File: config.mk
export PLATFORM = sky130hd
export DESIGN_NAME = core_pipe_ctrl
export DESIGN_NICKNAME = d
export VERILOG_FILES = /design/src/rtl/core_pkg.sv /design/src/rtl/core_sat_cnt.sv /design/src/rtl/core_pipe_ctrl.sv
export SDC_FILE = /design/constraint.sdc
export NUM_CORES = 1
export LEC_CHECK = 0
export BUFFER_PORTS_ARGS = -buffer_cell sky130_fd_sc_hd__buf_2
export CORE_MARGIN = 2
export CORE_UTILIZATION = 56
export CTS_BUF_LIST = sky130_fd_sc_hd__clkbuf_8
export CTS_CLUSTER_DIAMETER = 40
export DETAILED_ROUTE_END_ITERATION = 10
export PLACE_DENSITY = 0.8
export SETUP_SLACK_MARGIN = 0.15
export SKIP_LAST_GASP = 1
export SLEW_MARGIN = 10
export SYNTH_ARGS = -nofsm -noshare
export SYNTH_HDL_FRONTEND = slang
export SYNTH_SLANG_ARGS = --single-unit
File: constraint.sdc
create_clock -name clk -period 2.7 [get_ports clk]
set_input_delay 0.135 -clock clk [delete_from_list [all_inputs] [get_ports clk]]
set_output_delay 0.135 -clock clk [all_outputs]
set_load 0.005 [all_outputs]
File: src/rtl/core_pkg.sv
// Shared types and defaults for the Selen core pipeline sequencer.
package core_pkg;

    typedef enum logic [1:0] {
        IRun,
        IWait,
        IDrop
    } i_state_e;

    typedef enum logic {
        DRun,
        DWait
    } d_state_e;

    localparam int unsigned CntWDef   = 32;
    localparam int unsigned TmoCycDef = 1024;

endpackage

File: src/rtl/core_sat_cnt.sv
// Saturating up-counter with synchronous clear; holds at all-ones.
module core_sat_cnt #(
    parameter int unsigned Width = 32
) (
    input  logic             clk_i,
    input  logic             rst_i,
    input  logic             inc_i,
    input  logic             clr_i,
    output logic [Width-1:0] cnt_o
);

    logic [Width-1:0] cnt_q, cnt_d;

    always_comb begin
        cnt_d = cnt_q;
        if (clr_i) begin
            cnt_d = '0;
        end else if (inc_i && !(&cnt_q)) begin
            cnt_d = cnt_q + Width'(1);
        end
    end

    always_ff @(posedge clk_i) begin
        if (rst_i) begin
            cnt_q <= '0;
        end else begin
            cnt_q <= cnt_d;
        end
    end

    assign cnt_o = cnt_q;

endmodule

File: src/rtl/core_pipe_ctrl.sv
// Pipeline sequencer: per-stage enable/kill strobes from L1 handshakes, branch flush and
// load-use hazard, with fetch-discard tracking, stall/flush counters and a D-side timeout.
module core_pipe_ctrl
    import core_pkg::*;
#(
    parameter int unsigned CNT_W   = CntWDef,
    parameter int unsigned TMO_CYC = TmoCycDef
) (
    input  logic             clk,
    input  logic             rst,
    input  logic             if_req,
    input  logic             if_ack,
    input  logic             mem_req,
    input  logic             mem_ack,
    input  logic             exe_valid,
    input  logic             exe_is_load,
    input  logic [4:0]       exe_rd,
    input  logic [4:0]       dec_rs1,
    input  logic [4:0]       dec_rs2,
    input  logic             dec_use_rs1,
    input  logic             dec_use_rs2,
    input  logic             exe2haz_brnch_tknn,
    output logic             if_enb,
    output logic             dec_enb,
    output logic             exe_enb,
    output logic             mem_enb,
    output logic             if_kill,
    output logic             dec_kill,
    output logic             exe_kill,
    output logic             mem_kill,
    output logic             pc_redirect,
    output logic             err_tmo,
    output logic [CNT_W-1:0] cnt_dstall,
    output logic [CNT_W-1:0] cnt_istall,
    output logic [CNT_W-1:0] cnt_flush
);

    localparam int unsigned TmoW = $clog2(TMO_CYC + 1);
    localparam logic [TmoW-1:0] TmoMax  = TmoW'(TMO_CYC);
    localparam logic [TmoW-1:0] TmoLast = TmoW'(TMO_CYC - 1);

    d_state_e d_q, d_d;
    i_state_e i_q, i_d;
    logic [TmoW-1:0] tmo_q, tmo_d;
    logic err_q, err_d;

    logic dst, flush, luse, istall;
    logic rs1_hit, rs2_hit;

    assign dst = (d_q == DRun && mem_req && !mem_ack) || (d_q == DWait && !mem_ack);

    // Exe inputs are held during a D-stall, so a suppressed flush re-evaluates afterwards.
    assign flush = exe_valid && exe2haz_brnch_tknn && !dst;

    assign rs1_hit = dec_use_rs1 && (dec_rs1 == exe_rd);
    assign rs2_hit = dec_use_rs2 && (dec_rs2 == exe_rd);
    assign luse    = exe_valid && exe_is_load && (exe_rd != 5'd0) && (rs1_hit || rs2_hit);

    assign istall = (if_req && !if_ack) || (i_q == IWait && !if_ack) || (i_q == IDrop);

    always_comb begin
        d_d = d_q;
        unique case (d_q)
            DRun:  if (mem_req && !mem_ack) d_d = DWait;
            DWait: if (mem_ack) d_d = DRun;
            default: d_d = DRun;
        endcase
    end

    // The I-FSM keeps tracking L1I even while the D-side stalls.
    always_comb begin
        i_d = i_q;
        unique case (i_q)
            IRun: begin
                if (if_req && !if_ack) i_d = flush ? IDrop : IWait;
            end
            IWait: begin
                if (if_ack) begin
                    i_d = IRun;
                end else if (flush) begin
                    i_d = IDrop;
                end
            end
            IDrop: begin
                if (if_ack) i_d = IRun;
            end
            default: i_d = IRun;
        endcase
    end

    always_comb begin
        tmo_d = '0;
        err_d = err_q;
        if (d_q == DWait) begin
            if (tmo_q == TmoLast) err_d = 1'b1;
            if (d_d == DWait && tmo_q != TmoMax) begin
                tmo_d = tmo_q + TmoW'(1);
            end else if (d_d == DWait) begin
                tmo_d = tmo_q;
            end
        end
    end

    always_ff @(posedge clk) begin
        if (rst) begin
            d_q   <= DRun;
            i_q   <= IRun;
            tmo_q <= '0;
            err_q <= 1'b0;
        end else begin
            d_q   <= d_d;
            i_q   <= i_d;
            tmo_q <= tmo_d;
            err_q <= err_d;
        end
    end

    assign err_tmo = err_q;

    always_comb begin
        if_enb      = 1'b1;
        dec_enb     = 1'b1;
        exe_enb     = 1'b1;
        mem_enb     = 1'b1;
        if_kill     = 1'b0;
        dec_kill    = 1'b0;
        exe_kill    = 1'b0;
        mem_kill    = 1'b0;
        pc_redirect = 1'b0;
        if (rst) begin
            if_enb   = 1'b0;
            dec_enb  = 1'b0;
            exe_enb  = 1'b0;
            mem_enb  = 1'b0;
            if_kill  = 1'b1;
            dec_kill = 1'b1;
            exe_kill = 1'b1;
            mem_kill = 1'b1;
        end else if (dst) begin
            if_enb   = 1'b0;
            dec_enb  = 1'b0;
            exe_enb  = 1'b0;
            mem_enb  = 1'b0;
            mem_kill = 1'b1;
        end else if (flush) begin
            pc_redirect = 1'b1;
            if_kill     = 1'b1;
            dec_kill    = 1'b1;
        end else if (luse) begin
            if_enb   = 1'b0;
            dec_enb  = 1'b0;
            dec_kill = 1'b1;
        end else if (istall) begin
            if_enb  = 1'b0;
            if_kill = 1'b1;
        end
    end

    core_sat_cnt #(
        .Width (CNT_W)
    ) u_cnt_dstall (
        .clk_i (clk),
        .rst_i (rst),
        .inc_i (dst),
        .clr_i (1'b0),
        .cnt_o (cnt_dstall)
    );

    core_sat_cnt #(
        .Width (CNT_W)
    ) u_cnt_istall (
        .clk_i (clk),
        .rst_i (rst),
        .inc_i (istall && !dst),
        .clr_i (1'b0),
        .cnt_o (cnt_istall)
    );

    core_sat_cnt #(
        .Width (CNT_W)
    ) u_cnt_flush (
        .clk_i (clk),
        .rst_i (rst),
        .inc_i (flush),
        .clr_i (1'b0),
        .cnt_o (cnt_flush)
    );

endmodule

==> flow_summary.json <==
{
  "wl_per_cell_um": 15.39,
  "ys_seq_area_share_pct": 39.96,
  "grt_pass1_wl_um": 23680,
  "rsz0062_at_grt": "yes",
  "grt.overflow.total": 0,
  "p_sw_w": 0.0006771,
  "antenna_cells": 0,
  "final_area_sq_um": 6675,
  "ys_warn_count": 0,
  "p_leak_nw": 2.467,
  "seq_power_share_pct": 57.8,
  "min_period_ns": 2.459,
  "hold_depth": 4,
  "p_int_w": 0.002190,
  "finClkSkew_ns": 0.01174,
  "worst-r2r-cell-count": 5,
  "seqCellArea_sq_um": 2222,
  "grt_max_degree": 63,
  "ios": 132,
  "hold_violations": 0,
  "r2r-start": "u_cnt_flush.cnt_o[10]",
  "dpl_cell_area_sq_um": 6424,
  "setup_viol": 0,
  "path_class": "flip-flop to flip-flop",
  "h-tree-depth": 3,
  "r2r_end": "u_cnt_flush.cnt_o[26]",
  "min_from": "if_req",
  "setup_tns_ns": 0,
  "arrival_ns": 2.76,
  "dr.pass1.iters": 5,
  "async_flop_share_pct": 0,
  "syn_avg_cell_area_sq_um": 8.215,
  "pwr-share-clk_pct": 36.5,
  "globalRouteTotalUtil_pct": 26.09,
  "portBuffers": 131,
  "nets": 844,
  "cts_made_buffers": 9,
  "ys_types": 50,
  "max_slew_margin_pct": 52.13,
  "syn-num-nets": 708,
  "status": "completed",
  "gp_congestion": 0.8607,
  "die-area_sq_um": 10740,
  "ys_ff_latch": 111,
  "synthCells": 677,
  "synth-main-ff-cell": "dfxtp_1",
  "drive_gt1_share_pct": 23.96,
  "required_ns": 3.00,
  "path_clk_slew_ns": 0.11,
  "p_sw_share_pct": 23.62,
  "cp_max_fo": 7,
  "dpl.hpwl_um": 10380,
  "post-route-period-util_pct": 91.06,
  "num-fill-cells": 787,
  "die_w_um": 103.7,
  "netlist_area_sq_um": 5562,
  "start_util_pct": 57.43,
  "cts_tree": "yes",
  "fp-row-count": 36,
  "multi_input_area_sq_um": 3154,
  "hold_class": "primary input to flip-flop",
  "slew_viol_final": 0,
  "grt_pass1_vias": 5077,
  "clockBufferDepth": 2,
  "timing.fmax_mhz": 406.7,
  "vias": 5716,
  "synth_edf_count": 0,
  "clkSinkCount": 111,
  "insertion_delay_ns": 0.38,
  "maxCapViolCount": 0,
  "end_kind": "flip-flop",
  "ir_worst_vdd_uv": 287.3,
  "fp.coreArea_sq_um": 9684,
  "postRouteAntennaNets": 0,
  "r2r_slack_ns": 0.24,
  "root_buffer": "clkbuf_8",
  "worstMarginPinSlew_ns": 0.7126,
  "first_iter_violations": 316,
  "drc": 0,
  "startpoint": "u_cnt_flush.cnt_o[10]",
  "die_y_um": 103.7,
  "wirelength_um": 14640,
  "p_comb_share_pct": 5.7,
  "worst_setup_path_start_kind": "flip-flop",
  "avgViaCountPerCell": 6.011,
  "antenna_found_initial": 0,
  "area_delta_synth_final_pct": 20.02,
  "hold-path-endpoint": "i_q[0]",
  "power_density_nw_per_um2": 429.4
}
[power groups by stage]
stage / Sequential, W / Combinational [W] / Clock [W]
finish: 0.00166 / 0.000163 / 0.00105
global route: 0.00166 / 0.000179 / 0.00112
CTS: 0.00166 / 0.000163 / 0.00106
detailed placement: 0.00169 / 0.000161 / 0
global placement: 0.00169 / 0.000154 / 0
floorplan: 0.00169 / 0.0000885 / 0
[stage by stage]
stage / worst slack, ns / power, W / std cells / hold slack, ns / util [%]
global route: 0.1315 / 0.002958 / 951 / 0.1774 / 68.93
finish: 0.2413 / 0.002867 / 951 / 0.1677 / 68.93
detailed placement: 0.1537 / 0.001855 / 931 / 0.3494 / 66.33
floorplan: 0.1951 / 0.001781 / 677 / 0.2135 / -
global placement: 0.2460 / 0.001847 / 931 / 0.3355 / 66.33
CTS: 0.1929 / 0.002876 / 951 / 0.1529 / 68.85
[worst max-delay path by stage]
stage,to,slack (ns)
finish,u_cnt_flush.cnt_o[26],0.24
global route,u_cnt_flush.cnt_o[28],0.13
CTS,u_cnt_istall.cnt_o[31],0.19
detailed placement,u_cnt_istall.cnt_o[11],0.15
global placement,u_cnt_istall.cnt_o[17],0.25
floorplan,u_cnt_istall.cnt_o[10],0.20
[timing repair]
item / in CTS / in global routing
cloned: 0 / 0
endpoints found under the setup margin: 12 / 14
gates resized for setup: 1 / 3
pin swaps: 1 / 0
setup buffers: 3 / 0
hold buffers: 1 / 0
endpoints found under the hold margin: 1 / 0
[state kept, by name, indices dropped and copies added (netlist names)]
register	count
u_cnt_dstall.cnt_o	32
u_cnt_flush.cnt_o	32
u_cnt_istall.cnt_o	32
tmo_q	11
i_q	2
d_q	1
err_tmo	1
[layout make-up]
cell class	count	share of cell area, %
timing repair buffer	155	12.78
tap	133	2.493
clock buffer	11	2.268
inverter	19	1.068
clock inverter	5	0.8435
sequential	111	33.29
multi-input combinational	517	47.25
[cells by family (layout without fill, tap and decap cells)]
| group | after synthesis | after routing | share of synthesized area (%) |
|---|---|---|---|
| AO/OA/AOI/OAI | 157 | 157 | 16.78 |
| XOR/XNOR | 39 | 39 | 6.142 |
| adder cells (fa/ha/maj) | 5 | 5 | 1.125 |
| buffers and inverters | 49 | 190 | 3.532 |
| flip-flops | 111 | 111 | 39.95 |
| multiplexers | 14 | 14 | 2.767 |
| AND/OR/NAND/NOR | 302 | 302 | 29.70 |
[cells in the mapped netlist, types with 4 or more instances]
cell type / n / area share, %
a21oi_1: 65 / 5.8
o21ai_0: 50 / 4.5
xnor2_1: 21 / 3.3
inv_1: 19 / 1.3
nand2b_1: 6 / 0.67
nor4_1: 13 / 1.5
ha_1: 5 / 1.1
nand2_1: 35 / 2.4
xor2_1: 18 / 2.8
buf_2: 4 / 0.36
or3_1: 48 / 5.4
clkbuf_1: 23 / 1.6
nor2_1: 65 / 4.4
mux2_2: 11 / 2.2
and3_1: 6 / 0.67
or4_1: 19 / 2.6
nor3_1: 7 / 0.63
o31ai_1: 15 / 2.0
nand4_1: 26 / 2.9
nor2b_1: 12 / 1.3
dfxtp_1: 111 / 40
nand3_1: 42 / 3.8
a2111oi_0: 6 / 0.94
and4_1: 9 / 1.4
[cells in the final DEF, fill, tap and decap left out, drive strengths merged, types with 7 or more instances in the layout]
cell    count
a21oi      65
and4        9
buf       154
clkbuf     11
dfxtp     111
inv        19
mux2       11
nand2      35
nand3      42
nand4      27
nor2       65
nor2b      12
nor3        7
nor4       13
o21ai      50
o31ai      16
or3        48
or4        19
xnor2      21
xor2       18
[routing by layer]
metal,global-route usage [%],wire [um],vias up
li1,-,-,2766
met1,33.19,6298,2713
met2,43.57,7077,214
met3,5.853,991,23
met4,9.459,268,0
met5,0,0,-
[worst max-delay path: stages (launching register included)]
cell and delay (ns):
dfxtp_1 0.44, nand4_2 0.23, or4_4 0.63, or4_4 0.61
or3_1 0.34, a21oi_1 0.14
Note: power is estimated with default switching activity, not from simulation.
